$ cat src/rtl/res_ram_arbiter.sv
// res_ram_arbiter: shares the single-port 16384x8 result RAM between the DT
// engine (port A, priority) and the host load/readback port (port B).
// Per-cycle arbitration, lock sequences, starvation relief for B and in-order
// read-return routing. Define ARB_STATS_EN to build the grant/conflict counters;
// without it the stat_* ports are tied to zero.
module res_ram_arbiter #(
   parameter int unsigned STARVE_MAX = 8,
   parameter int unsigned RD_LAT     = 0
) (
   input  logic        clk,
   input  logic        reset,
   input  logic        a_req,
   input  logic        a_we,
   input  logic        a_lock,
   input  logic [13:0] a_addr,
   input  logic [7:0]  a_wdata,
   output logic        a_gnt,
   output logic        a_rvalid,
   output logic [7:0]  a_rdata,
   input  logic        b_req,
   input  logic        b_we,
   input  logic        b_lock,
   input  logic [13:0] b_addr,
   input  logic [7:0]  b_wdata,
   output logic        b_gnt,
   output logic        b_rvalid,
   output logic [7:0]  b_rdata,
   output logic        res_wr,
   output logic        res_rd,
   output logic [13:0] res_addr,
   output logic [7:0]  res_do,
   input  logic [7:0]  res_di,
   output logic        busy,
   output logic [15:0] stat_a_gnt,
   output logic [15:0] stat_b_gnt,
   output logic [15:0] stat_conflict
);

   localparam int unsigned AW = 14;
   localparam int unsigned DW = 8;
   localparam int unsigned CW = 8;
   localparam logic [CW-1:0] STARVE_LIM = CW'(STARVE_MAX);
   localparam bit LAT1 = (RD_LAT != 0);

   localparam logic [1:0] IDLE  = 2'd0;
   localparam logic [1:0] OWN_A = 2'd1;
   localparam logic [1:0] OWN_B = 2'd2;

   logic [1:0]    state_q, state_d;
   logic [CW-1:0] starve_q, starve_d;
   logic          arb_idle, a_win, b_win;

   logic          acc_vld, acc_we;
   logic [AW-1:0] acc_addr;
   logic [DW-1:0] acc_wdata;

   logic          res_wr_q, res_rd_q, rd_tag_q;
   logic [AW-1:0] res_addr_q;
   logic [DW-1:0] res_do_q;
   logic          p1_vld_q, p1_tag_q;
   logic          ret_vld, ret_tag;
   logic          a_rvalid_q, b_rvalid_q;
   logic [DW-1:0] a_rdata_q, b_rdata_q;

   // Arbitration: owner-only while locked, otherwise A first unless B is starved
   always_comb begin
      state_d  = state_q;
      starve_d = starve_q;
      a_win    = 1'b0;
      b_win    = 1'b0;
      arb_idle = !((state_q == OWN_A && a_lock) || (state_q == OWN_B && b_lock));
      if (arb_idle) begin
         if (b_req && (!a_req || starve_q >= STARVE_LIM)) b_win = 1'b1;
         else if (a_req)                                  a_win = 1'b1;
      end else if (state_q == OWN_A) begin
         a_win = a_req;
      end else begin
         b_win = b_req;
      end
      if (reset) begin
         a_win = 1'b0;
         b_win = 1'b0;
      end
      if (arb_idle) begin
         if (b_win && b_lock)      state_d = OWN_B;
         else if (a_win && a_lock) state_d = OWN_A;
         else                      state_d = IDLE;
      end
      if (b_win)                                    starve_d = '0;
      else if (arb_idle && b_req && starve_q != '1) starve_d = starve_q + CW'(1);
   end

   // Ownership state and starvation counter
   always_ff @(posedge clk) begin
      if (reset) begin
         state_q  <= IDLE;
         starve_q <= '0;
      end else begin
         state_q  <= state_d;
         starve_q <= starve_d;
      end
   end

   assign acc_vld   = a_win | b_win;
   assign acc_we    = b_win ? b_we    : a_we;
   assign acc_addr  = b_win ? b_addr  : a_addr;
   assign acc_wdata = b_win ? b_wdata : a_wdata;

   // Launch the accepted access onto the RAM pins; address/data hold when idle
   always_ff @(posedge clk) begin
      if (reset) begin
         res_wr_q   <= 1'b0;
         res_rd_q   <= 1'b0;
         res_addr_q <= '0;
         res_do_q   <= '0;
         rd_tag_q   <= 1'b0;
      end else begin
         res_wr_q <= acc_vld & acc_we;
         res_rd_q <= acc_vld & ~acc_we;
         if (acc_vld) begin
            res_addr_q <= acc_addr;
            res_do_q   <= acc_wdata;
            rd_tag_q   <= b_win;
         end
      end
   end

   // Extra tag stage covering one cycle of RAM read latency
   always_ff @(posedge clk) begin
      if (reset) begin
         p1_vld_q <= 1'b0;
         p1_tag_q <= 1'b0;
      end else begin
         p1_vld_q <= LAT1 & res_rd_q;
         p1_tag_q <= rd_tag_q;
      end
   end

   assign ret_vld = LAT1 ? p1_vld_q : res_rd_q;
   assign ret_tag = LAT1 ? p1_tag_q : rd_tag_q;

   // Capture returning read data and steer it to the owning port
   always_ff @(posedge clk) begin
      if (reset) begin
         a_rvalid_q <= 1'b0;
         b_rvalid_q <= 1'b0;
         a_rdata_q  <= '0;
         b_rdata_q  <= '0;
      end else begin
         a_rvalid_q <= ret_vld & ~ret_tag;
         b_rvalid_q <= ret_vld & ret_tag;
         if (ret_vld && !ret_tag) a_rdata_q <= res_di;
         if (ret_vld && ret_tag)  b_rdata_q <= res_di;
      end
   end

   assign a_gnt    = a_win;
   assign b_gnt    = b_win;
   assign res_wr   = res_wr_q;
   assign res_rd   = res_rd_q;
   assign res_addr = res_addr_q;
   assign res_do   = res_do_q;
   assign a_rvalid = a_rvalid_q;
   assign b_rvalid = b_rvalid_q;
   assign a_rdata  = a_rdata_q;
   assign b_rdata  = b_rdata_q;
   assign busy     = (state_q != IDLE) | res_rd_q | p1_vld_q;

`ifdef ARB_STATS_EN
   localparam int unsigned SW = 16;
   logic [SW-1:0] st_a_q, st_b_q, st_c_q;

   // Saturating grant and conflict statistics
   always_ff @(posedge clk) begin
      if (reset) begin
         st_a_q <= '0;
         st_b_q <= '0;
         st_c_q <= '0;
      end else begin
         if (a_win && st_a_q != '1)          st_a_q <= st_a_q + SW'(1);
         if (b_win && st_b_q != '1)          st_b_q <= st_b_q + SW'(1);
         if (a_req && b_req && st_c_q != '1) st_c_q <= st_c_q + SW'(1);
      end
   end

   assign stat_a_gnt    = st_a_q;
   assign stat_b_gnt    = st_b_q;
   assign stat_conflict = st_c_q;
`else
   assign stat_a_gnt    = '0;
   assign stat_b_gnt    = '0;
   assign stat_conflict = '0;
`endif

endmodule

$ cat config.mk
export PLATFORM = sky130hd
export DESIGN_NAME = res_ram_arbiter
export DESIGN_NICKNAME = d
export VERILOG_FILES = /design/src/rtl/res_ram_arbiter.sv
export SDC_FILE = /design/constraint.sdc
export NUM_CORES = 1
export LEC_CHECK = 0
export CAP_MARGIN = 20
export CORE_MARGIN = 8
export CORE_UTILIZATION = 35
export CTS_CLUSTER_SIZE = 12
export DETAILED_ROUTE_END_ITERATION = 10
export PLACE_DENSITY = 0.75
export SLEW_MARGIN = 25
export SYNTH_ARGS = -nofsm -noshare
export SYNTH_HDL_FRONTEND = slang
export SYNTH_SLANG_ARGS = --single-unit
$ cat constraint.sdc
create_clock -name clk -period 2.8 [get_ports clk]
set_clock_uncertainty 0.1 [all_clocks]
set_input_delay 0.56 -clock clk [delete_from_list [all_inputs] [get_ports clk]]
set_output_delay 0.56 -clock clk [all_outputs]
set_load 0.02 [all_outputs]
==> impl_metrics.toml <==
[detailed_routing]
wl_per_cell_um = 14.5
num_vias = 2239
drc_errors = 0
via_per_inst = 4.57
firstDrtPassIters = 4
drtIter0Drc = 92
postRouteAntennaNets = 0
routed_wl_um = 7110

[logic_synthesis]
avgSynthCellArea_um2 = 9.09
yosysWarnings = 0
synthCells = 280
syn_area_mm2 = 0.00254
ys.flop_type = "dfxtp_1"
post_synth_num_cell_types = 41
ys_ff_latch = 53
yosysSeqAreaShare = 0.417
synth_edf_count = 0
async_flop_share = 0

[cts]
post_cts_buffers = 0
ctsHoldBuffers = 0
h-tree-depth = 2
cts_tree = "built"
cts_buffer_depth = 2
clock_latency_ns = 0.30
cts_buffers = 5
clock_sinks = 53
cts_root_buf = "clkbuf_8"
path_clk_slew_ns = 0.10

[cells_and_area]
layoutNonFillerInstCount = 490
final_cell_mix = "clkdlybuf4s50_1, dfxtp_1, conb_1, nand2_1, and2_1"
final_common_cell = "clkdlybuf4s50_1"
area_growth_syn_to_layout_pct = 43.7
antenna_cells = 0
layout-drive-gt1-share = 0.0997
nets = 452

[timing]
rsz0062_at_grt = "false"
hold_ws_ns = 0.356
slew_viol_final = 0
finalHoldViolations = 0
tns_ns = 0
tightest_slew_ns = 0.617
fmax_ghz = 0.399
fin_crit_ns = 2.50
slew-limit-headroom = 0.589
period_share = 0.894
setup_violations = 0

[setup_path]
cp_max_fo = 5
r2r_setup_slack_ns = 0.57
cp-end-kind = "primary output"
required_ns = 2.14
critPathKind = "reg -> out"
cp.arrival_ns = 1.84
start_kind = "flip-flop"
r2r_cells = 6

[power_and_ir_drop]
p_switching_uw = 480
swShare = 0.294
power_frac_seq = 0.500
vdd_drop_max_v = 0.000251
fin_total_pwr_mw = 1.63
power_density_mw_per_mm2 = 447
combinationalPowerShare = 0.236
p_clk_frac = 0.263
p_leak_nw = 1.43
intPower_mw = 1.15

[run_status]
outcome = "finished, final reports clean"

[grt]
grt_pass1_wl_um = 10600
antenna_found_initial = 1
grt_usage = 0.128
first_global_vias = 2220
grt_max_degree = 25
overflow = 0

[run]
maxCapViolations = 0

[placement]
gp_congestion = 0.838
dp_cells = 482
dp_hpwl_um = 5770
portBuffers = 104

[hold_path]
hp-class = "reg -> reg"
whs_path_depth = 2

[floorplan]
die_h_um = 101
die_w_um = 101
rows = 31
initial_utilization = 0.357
die_area_mm2 = 0.0103
io-pin-count = 153
fp.coreArea_mm2 = 0.00714
critical path, cell delays in order (launching register included):
cell and delay (ns):
dfxtp_1 0.35, or4b_4 0.54, buf_4 0.16, o311ai_4 0.30, nor2_4 0.05, buf_6 0.13
repair_timing:
item                                    in CTS  in global routing
gates resized for setup                      8                  3
endpoints found under the setup margin       2                  2
pin swaps                                    1                  1
gates cloned                                 0                  0
cell type report:
cell class / instances / area [um^2]
tap: 99 / 124
clock inverter: 3 / 22.5
timing repair buffer: 118 / 1140
multi-input combinational: 206 / 1210
clock buffer: 5 / 68.8
fill: 685 / 3480
inverter: 6 / 22.5
sequential: 53 / 1060
flip-flops by register name, indices dropped and copies added (netlist names):
register,cells
starve_q,8
rd_tag_q,1
res_do,8
state_q,2
b_rdata,8
res_addr,14
res_rd,1
res_wr,1
a_rdata,8
b_rvalid,1
a_rvalid,1
synth_stat cells, types with 2 or more instances:
| cell | n | area share |
|---|---|---|
| nand2_1 | 31 | 0.046 |
| a41oi_1 | 2 | 0.0069 |
| o21ai_0 | 2 | 0.0039 |
| nand2b_1 | 3 | 0.0074 |
| o22ai_1 | 2 | 0.0049 |
| buf_6 | 2 | 0.0088 |
| or2_2 | 2 | 0.0049 |
| nor3_1 | 4 | 0.0079 |
| o31ai_1 | 2 | 0.0059 |
| clkbuf_1 | 9 | 0.013 |
| a221o_2 | 4 | 0.018 |
| a31oi_1 | 3 | 0.0074 |
| buf_4 | 48 | 0.14 |
| nor2_1 | 7 | 0.010 |
| dfxtp_1 | 53 | 0.42 |
| ha_1 | 2 | 0.0098 |
| or4_1 | 2 | 0.0059 |
| nand3_1 | 13 | 0.026 |
| buf_2 | 3 | 0.0059 |
| a221o_1 | 18 | 0.071 |
| nand3b_1 | 2 | 0.0059 |
| and2_1 | 23 | 0.057 |
| a21oi_1 | 19 | 0.037 |
| inv_1 | 6 | 0.0088 |
| or3_1 | 2 | 0.0049 |
through the flow:
stage               instance area (um^2)  setup slack [ns]  utilization
detailed placement                  3570            -0.434        0.500
floorplan                           2720             0.390            -
global route                        3660             0.217        0.512
global placement                    3570            -0.425        0.500
CTS                                 3650           0.00371        0.511
finish                              3660             0.296        0.512
path summary, 6_finish.rpt:
check / start / to
worst max-delay path: starve_q[4] / b_gnt
worst min register to register: b_rdata[4] / b_rdata[4]
worst max register to register: starve_q[4] / res_do[6]
worst min-delay path: b_rdata[4] / b_rdata[4]
metal layers:
layer  global-route usage  wire [um]  up-vias
met5                    0         13        -
met4               0.0286         72        2
met3               0.0495        749       11
met2                0.233       3640       94
met1                0.135       2630     1021
li1                     -          -     1111
power by group through the flow:
stage | Combinational [mW] | Sequential, mW | Clock [mW]
floorplan | 0.204 | 0.870 | 0
global route | 0.411 | 0.823 | 0.472
detailed placement | 0.386 | 0.833 | 0
finish | 0.386 | 0.818 | 0.430
CTS | 0.385 | 0.817 | 0.442
global placement | 0.380 | 0.833 | 0
cell families (layout without fill, tap and decap cells):
kind of cell / Yosys count / in the layout / synth area share
other: 1 / 48 / 0.00147
AOI/OAI and AO/OA: 59 / 59 / 0.186
adders and majority gates: 2 / 2 / 0.00983
buffers and inverters: 68 / 132 / 0.178
DFF: 53 / 53 / 0.417
and+or+nand+nor: 97 / 97 / 0.207
Power figures use the tool's default switching activity.
